[src/rtl/mac_dot4_seq.sv]
// ---------------------------------------------------------------------------
// mac_dot4_seq : sequential dot-product / multiply-accumulate stage.
//
// Wraps the 4x4 combinational multiplier `main` with input registering,
// accumulation and valid/ready flow control. A burst of `len` unsigned 4-bit
// operand pairs is accepted, each product is added into an ACC_W-bit
// accumulator (wrapping), and the sum is offered on a result handshake.
//
// Ports
//   clk        rising-edge clock
//   rst_n      asynchronous active-low reset
//   start      begin a burst (sampled only while idle)
//   len        number of operand pairs, captured with start
//   in_valid   operand pair valid
//   in_ready   block accepts an operand pair this cycle
//   x, y       unsigned 4-bit operands
//   busy       burst in progress or result pending
//   out_valid  result valid
//   out_ready  consumer accepts result
//   result     accumulated sum modulo 2^ACC_W
//   ovf        sticky carry-out of the accumulator within the burst
//
// Also contains `main`, the 4x4 unsigned combinational multiplier core
// (a_i, b_i -> 8-bit product p_o).
// ---------------------------------------------------------------------------

module main (
  input  logic [3:0] a_i,
  input  logic [3:0] b_i,
  output logic [7:0] p_o
);

  // Shift-and-add array: one partial product per multiplier bit.
  always_comb begin
    p_o = '0;
    for (int i = 0; i < 4; i++) begin
      if (b_i[i]) p_o = p_o + ({4'b0000, a_i} << i);
    end
  end

endmodule

module mac_dot4_seq #(
  parameter int ACC_W = 12,
  parameter int LEN_W = 4
) (
  input  logic             clk,
  input  logic             rst_n,
  input  logic             start,
  input  logic [LEN_W-1:0] len,
  input  logic             in_valid,
  output logic             in_ready,
  input  logic [3:0]       x,
  input  logic [3:0]       y,
  output logic             busy,
  output logic             out_valid,
  input  logic             out_ready,
  output logic [ACC_W-1:0] result,
  output logic             ovf
);

  typedef enum logic [1:0] {
    S_IDLE = 2'd0,
    S_RUN  = 2'd1,
    S_DONE = 2'd2
  } state_t;

  // Zero-extend the product and add with one extra bit to expose the carry.
  function automatic logic [ACC_W:0] acc_add(input logic [ACC_W-1:0] a,
                                             input logic [7:0]       p);
    return {1'b0, a} + {{(ACC_W-7){1'b0}}, p};
  endfunction

  state_t           state_q;
  logic [LEN_W-1:0] len_q;
  logic [LEN_W-1:0] in_cnt_q;
  logic [LEN_W-1:0] acc_cnt_q;
  logic [ACC_W-1:0] acc_q;
  logic             ovf_q;

  logic             vld_p1_q;
  logic [3:0]       x_p1_q;
  logic [3:0]       y_p1_q;
  logic [7:0]       prod_p1;
  logic [ACC_W:0]   acc_sum_d;
  logic             accept;
  logic             last_acc;

  assign in_ready  = (state_q == S_RUN) && (in_cnt_q < len_q);
  assign accept    = in_valid && in_ready;
  assign busy      = (state_q != S_IDLE);
  assign out_valid = (state_q == S_DONE);
  assign result    = acc_q;
  assign ovf       = ovf_q;

  // ---- stage p1: registered operand pair (data only, no reset) ----
  always_ff @(posedge clk) begin
    if (accept) begin
      x_p1_q <= x;
      y_p1_q <= y;
    end
  end

  main u_mul (
    .a_i (x_p1_q),
    .b_i (y_p1_q),
    .p_o (prod_p1)
  );

  assign acc_sum_d = acc_add(acc_q, prod_p1);
  assign last_acc  = (acc_cnt_q == len_q - 1'b1);

  // ---- stage p2: accumulate and burst control ----
  always_ff @(posedge clk or negedge rst_n) begin
    if (!rst_n) begin
      state_q   <= S_IDLE;
      len_q     <= '0;
      in_cnt_q  <= '0;
      acc_cnt_q <= '0;
      acc_q     <= '0;
      ovf_q     <= 1'b0;
      vld_p1_q  <= 1'b0;
    end else begin
      // in_ready is low outside RUN, so the valid bit only sets while running.
      vld_p1_q <= accept;
      unique case (state_q)
        S_IDLE: begin
          if (start) begin
            len_q     <= len;
            in_cnt_q  <= '0;
            acc_cnt_q <= '0;
            acc_q     <= '0;
            ovf_q     <= 1'b0;
            state_q   <= (len == '0) ? S_DONE : S_RUN;
          end
        end
        S_RUN: begin
          if (accept) in_cnt_q <= in_cnt_q + 1'b1;
          if (vld_p1_q) begin
            acc_q     <= acc_sum_d[ACC_W-1:0];
            ovf_q     <= ovf_q | acc_sum_d[ACC_W];
            acc_cnt_q <= acc_cnt_q + 1'b1;
            if (last_acc) state_q <= S_DONE;
          end
        end
        S_DONE: begin
          if (out_ready) state_q <= S_IDLE;
        end
        default: state_q <= S_IDLE;
      endcase
    end
  end

endmodule

[config.mk]
export PLATFORM = sky130hd
export DESIGN_NAME = mac_dot4_seq
export DESIGN_NICKNAME = d
export VERILOG_FILES = /design/src/rtl/mac_dot4_seq.sv
export SDC_FILE = /design/constraint.sdc
export NUM_CORES = 1
export LEC_CHECK = 0
export ABC_AREA = 0
export CAP_MARGIN = 20
export CORE_MARGIN = 1
export CORE_UTILIZATION = 56
export DETAILED_ROUTE_END_ITERATION = 8
export GPL_TIMING_DRIVEN = 1
export PLACE_DENSITY = 0.79
export SYNTH_ARGS = -nofsm -noshare
export SYNTH_HDL_FRONTEND = slang
export SYNTH_HIERARCHICAL = 1
export SYNTH_SLANG_ARGS = --single-unit
[constraint.sdc]
create_clock -name clk -period 5.65 [get_ports clk]
set_clock_uncertainty 0.2 [all_clocks]
set_input_delay 0.565 -clock clk [delete_from_list [all_inputs] [get_ports clk]]
set_output_delay 0.565 -clock clk [all_outputs]
set_load 0.03 [all_outputs]
# Word level (Yosys, flattened, before mapping)
# Cells that the tools add are included.
# totals
reg_bits	36
input_bits	17
out_inout_bits	16
elab_cells	57
# classes
n_addsub	7
n_lt_le_gt_ge	1
n_eq_ne	8
muxes	21
n_bitwise	1
reduce_logical	10
# ops
cell	n
12-bit 2-to-1 mux	2
8-bit 2-to-1 mux	3
12-bit case mux with 2 select lines	1
4-bit 2-to-1 mux	4
4-bit case mux with 2 select lines	2
12-bit by 8-bit adder with 13-bit output	1
2-bit 2-to-1 mux	5
4-bit by 1-bit adder with 4-bit output, second input constant	2
8-bit by 5-bit adder with 8-bit output	1
8-bit by 6-bit adder with 8-bit output	1
8-bit by 7-bit adder with 8-bit output	1
2-bit != test, second input constant	4
2-bit case mux with 3 select lines	1
3-bit AND reduction	2
4-bit equality test	1
4-bit logical NOT	1
4-bit less-than comparator	1
4-bit AND reduction	1
2-bit nonzero test	2
4-bit by 1-bit subtractor with 4-bit output, second input constant	1
2-bit by 1-bit equality test with 1-bit output, second input constant	1
2-bit equality test, second input constant	1
1-bit logical AND	2
2-bit logical NOT	1
5 further kinds	6

# Longest topological paths before layout
# depth
word_depth	11
mapped_depth	23
depth_no_buf	23

# By module
# Netlist, hierarchy kept.
# by_module_without_submodules
module	instances	cells_per_inst	area_per_inst_um2	seq_area_each_um2
mac_dot4_seq	1	183	1943.1	940.9
main	1	73	578.1	0.0

# Worst setup path after synthesis
# OpenSTA, ideal clock, no wires.
# synth_path
path_type	register to register
start	register x_p1_q[1]
end	register acc_q[9] (netlist: result[9])
setup_time_ns	0.073
arrival_ns	4.446
t_required_ns	5.377
path_slack_ns	0.931
path_stages_with_launch	21
n_path_buf	0
period_less_slack_ns	4.719
cell_sequence	edfxtp_1 -> and2_1 -> ha_1 -> inv_1 -> fa_1 -> mux2i_1 -> ha_1 -> inv_1 -> fa_1 -> nand2_1 -> o21a_1 -> ha_1 -> fa_1 -> inv_1 -> a221oi_1 -> ha_1 -> nand3_1 -> o2111ai_2 -> a41oi_2 -> or3_1 -> a21oi_2
# synth_between
elab_chain_len	10
# synth_lines
item	line	rtl
start: declaration	82	logic [3:0] x_p1_q;
start signal: assignment	99	x_p1_q <= x;
4-bit 2-to-1 mux	37	if (b_i[i]) p_o = p_o + ({4'b0000, a_i} << i);
8-bit by 5-bit adder with 8-bit output	37	
8-bit 2-to-1 mux	37	
8-bit by 6-bit adder with 8-bit output	37	
8-bit 2-to-1 mux	37	
8-bit by 7-bit adder with 8-bit output	37	
8-bit 2-to-1 mux (*)	37	
via prod_p1[4]	84	logic [7:0] prod_p1;
12-bit by 8-bit adder with 13-bit output (*)	71	return {1'b0, a} + {{(ACC_W-7){1'b0}}, p};
12-bit 2-to-1 mux (*)	139	if (vld_p1_q) begin
12-bit case mux with 2 select lines (*)	126	unique case (state_q)
end signal: assignment	140	acc_q <= acc_sum_d[ACC_W-1:0];
end: declaration	78	logic [ACC_W-1:0] acc_q;
# The timed path passes the listed nets; every way through them passes the cells marked *. The select of a mux whose other input is x is not followed.
# A chain may end at the register's enable or synchronous reset.

# Worst setup path in the final report
# layout_path
start	register x_p1_q[1]
end	register acc_q[11] (netlist: result[11])
# Same word-level chain as after synthesis.

==> summary.md <==
| Metric | Value |
|---|---|
| Leakage | `1.32 nW` |
| Congestion Overflow GR | `0` |
| Cell Count, Final, Fillers Out | `343` |
| Placed cells | `335` |
| Initial DRC count | `127` |
| Delay of the slowest critical-path stage | `0.50 ns` |
| Status | `complete, no violations` |
| Cells after Synth | `256` |
| H-tree depth | `2` |
| Max clock buf depth | `2` |
| Placed inst area | `2890 um^2` |
| Final Hold Viols | `0` |
| Slowest cell on the critical path | `edfxtp_1` |
| Top Ports | `33` |
| Flops & latches, synth | `36` |
| Seq/Total Area, Yosys | `37.3%` |
| Synth top cells by count | `dfrtp_1 (28), ha_1 (25), nand2_1 (23)` |
| Power Total | `0.00197 W` |
| Slew Viols, Final | `0` |
| Worst Setup End Kind | `flop` |
| Seq. cell area | `941 um^2` |
| Setup WS post-layout | `0.410 ns` |
| Gp weighted congestion | `0.928` |
| Prevailing post-synth register cell | `dfrtp_1` |
| Synth async-reset ratio | `77.8%` |
| Postcts setup bufs | `0` |
| Design Area, Final | `2990 um^2` |
| Initial Util | `57.9%` |
| Count of cell types in the netlist | `44` |
| Synth area leaders | `dfrtp_1 (28%), ha_1 (12%), edfxtp_1 (9.5%)` |
| DR pass1 iterations | `4` |
| Most frequent cell after synthesis | `dfrtp_1` |
| CTS resizes | `0` |
| Crit Path Max Fanout | `6` |
| # fillers | `341` |
| CTS tree | `yes` |
| Pin count of the biggest net entering global routing | `29` |
| Place WS | `0.450 ns` |
| Routed WL | `5310 um` |
| Final min period | `5.24 ns` |
| Mapped Area | `2520 um^2` |
| Total CTS buffers | `5` |
| Synthesized net count | `302` |
| DRC Markers | `0` |
| Routed vias | `1985` |
| Max VDD drop | `0.000360 V` |
| Max_cap viols | `0` |
| Crit-path most repeated cell | `ha_1` |
| Clock insertion delay at the later pin of the skew report | `0.29 ns` |
| Layout overhead on the synthesized area | `18.7%` |
| Wire length of the first global-routing pass | `9270 um` |
| CP startpoint kind | `flop` |
| CP arrival | `5.25 ns` |
| Post-CTS Hold Buffers | `0` |
| Final setup violation count | `0` |
| Die height | `69.1 um` |
| Kind of critical path | `reg -> reg` |
| Final Cycle Share | `92.7%` |
| Slew HR | `57.3%` |
| DP HPWL | `3920 um` |
| Num rows | `24` |
| Setup_tns | `0 ns` |
| Root buf cell | `clkbuf_8` |
| Core footprint | `4350 um^2` |
| Number of port buffers | `32` |
| Initial antenna violation count | `0` |
| Vias in the first global route | `1936` |
| Die area | `4770 um^2` |
| HP Class | `reg -> reg` |
| Max Freq | `191 MHz` |
| Unrepaired setup endpoints after global routing | `false` |
| Total GRT Usage | `24.5%` |
| Worst Tran Pin Value | `0.638 ns` |
| WL per Instance | `15.5 um` |
| Post-synth EDFFs | `8` |
| Nets | `336` |
| Post-DR vias/cell | `5.79` |
| Sink Count | `36` |
| Worst path cell trace | `and2_1, ha_1, inv_1, fa_1, mux2i_1, ha_1, inv_1, fa_1, nand2_1, o21a_1, ha_1, fa_1, inv_1, a221oi_1, ha_1, nand3_1, o2111ai_2, a41oi_2, or3_1, a21oi_2` |
| Leading area contributor after synthesis | `dfrtp_1` |
| P per Cell Area | `657 nW/um^2` |
| Avg Cell Area, Syn | `9.85 um^2` |
| Final ANT Viol Nets | `0` |
| Worst-path clk slew | `0.08 ns` |
| Yosys top cell area share | `27.8%` |
| Worst Path Required | `5.66 ns` |
| Layout cells sized above 1 | `8.25%` |
| Diodes inserted | `0` |
| Number of synthesis warnings | `6` |
| Area of the multi-input gates | `1490 um^2` |
| Die Wd | `69.1 um` |
state kept, by name, indices dropped and copies added, names as in the netlist:
| signal | cells |
|---|---|
| state_q | 2 |
| result | 12 |
| ovf | 1 |
| acc_cnt_q | 4 |
| vld_p1_q | 1 |
| y_p1_q | 4 |
| in_cnt_q | 4 |
| len_q | 4 |
| x_p1_q | 4 |
power by group:
part           switching [W]  leakage [nW]  internal, W
Clock               0.000100        0.0523     0.000113
Combinational       0.000704         0.833     0.000559
Sequential          0.000124         0.439     0.000366
Total               0.000928          1.32      0.00104
cell type report:
cell class,count,area share [%]
Clock buffer,6,3.14
Multi-Input combinational cell,197,49.6
Inverter,16,2.01
Timing Repair Buffer,34,11.2
Tap cell,52,2.17
Sequential cell,36,31.4
Clock inverter,2,0.418
cells in the final DEF (no fill, tap or decap), types with 8 or more instances in the layout:
master,netlist,layout
clkdlybuf4s50_1,0,32
dfrtp_1,28,28
ha_1,25,25
nand2_1,23,23
o21ai_0,17,17
inv_1,15,15
a21oi_1,12,12
nor2_1,11,11
nand3_1,11,11
xnor2_1,10,10
xor2_1,10,10
edfxtp_1,8,8
worst max-delay path, delay by kind of cell (launching register included):
family / cells / cell delay [ns]
flops: 1 / 0.50
mux: 1 / 0.22
compound gates: 5 / 1.04
fa+ha+maj: 7 / 2.27
buf+inv: 3 / 0.18
simple gates: 4 / 0.75
layer usage:
metal  up-vias  track usage, %  part of all wire (%)
li1        982               -                     -
met1       958            34.7                    49
met2        39            37.2                    47
met3         6            5.70                   3.8
met4         0            7.94                  0.79
met5         -               0                     0
worst paths after layout:
check | cells after the start | slack, ns | from | to
setup / recovery | 20 | 0.41 | x_p1_q[1] | result[11]
hold / removal | 1 | 0.30 | ovf | ovf
setup reg to reg | 20 | 0.41 | x_p1_q[1] | result[11]
hold reg to reg | 1 | 0.30 | ovf | ovf
max in group asynchronous | 2 | 4.52 | rst_n | result[7]
min in group asynchronous | 2 | 0.45 | rst_n | len_q[2]
through the flow:
stage | util [%] | hold WS, ns
6_report | 68.7 | 0.302
4_1_cts | 68.7 | 0.301
2_1_floorplan | - | 0.0694
3_3_place_gp | 66.3 | 0.283
3_5_place_dp | 66.3 | 0.286
5_1_grt | 68.7 | 0.334
kinds of logic (layout without fill, tap and decap cells):
group	count (synthesis)	count (layout)	share of synthesized area (%)
AND/OR/NAND/NOR	74	74	14.8
AO/OA/AOI/OAI	65	65	17.6
flip-flops	36	36	37.3
adder cells (fa/ha/maj)	29	29	15.6
buffers and inverters	23	58	3.77
XOR/XNOR	21	21	7.59
multiplexers	8	8	3.33
Power figures use the tool's default switching activity.
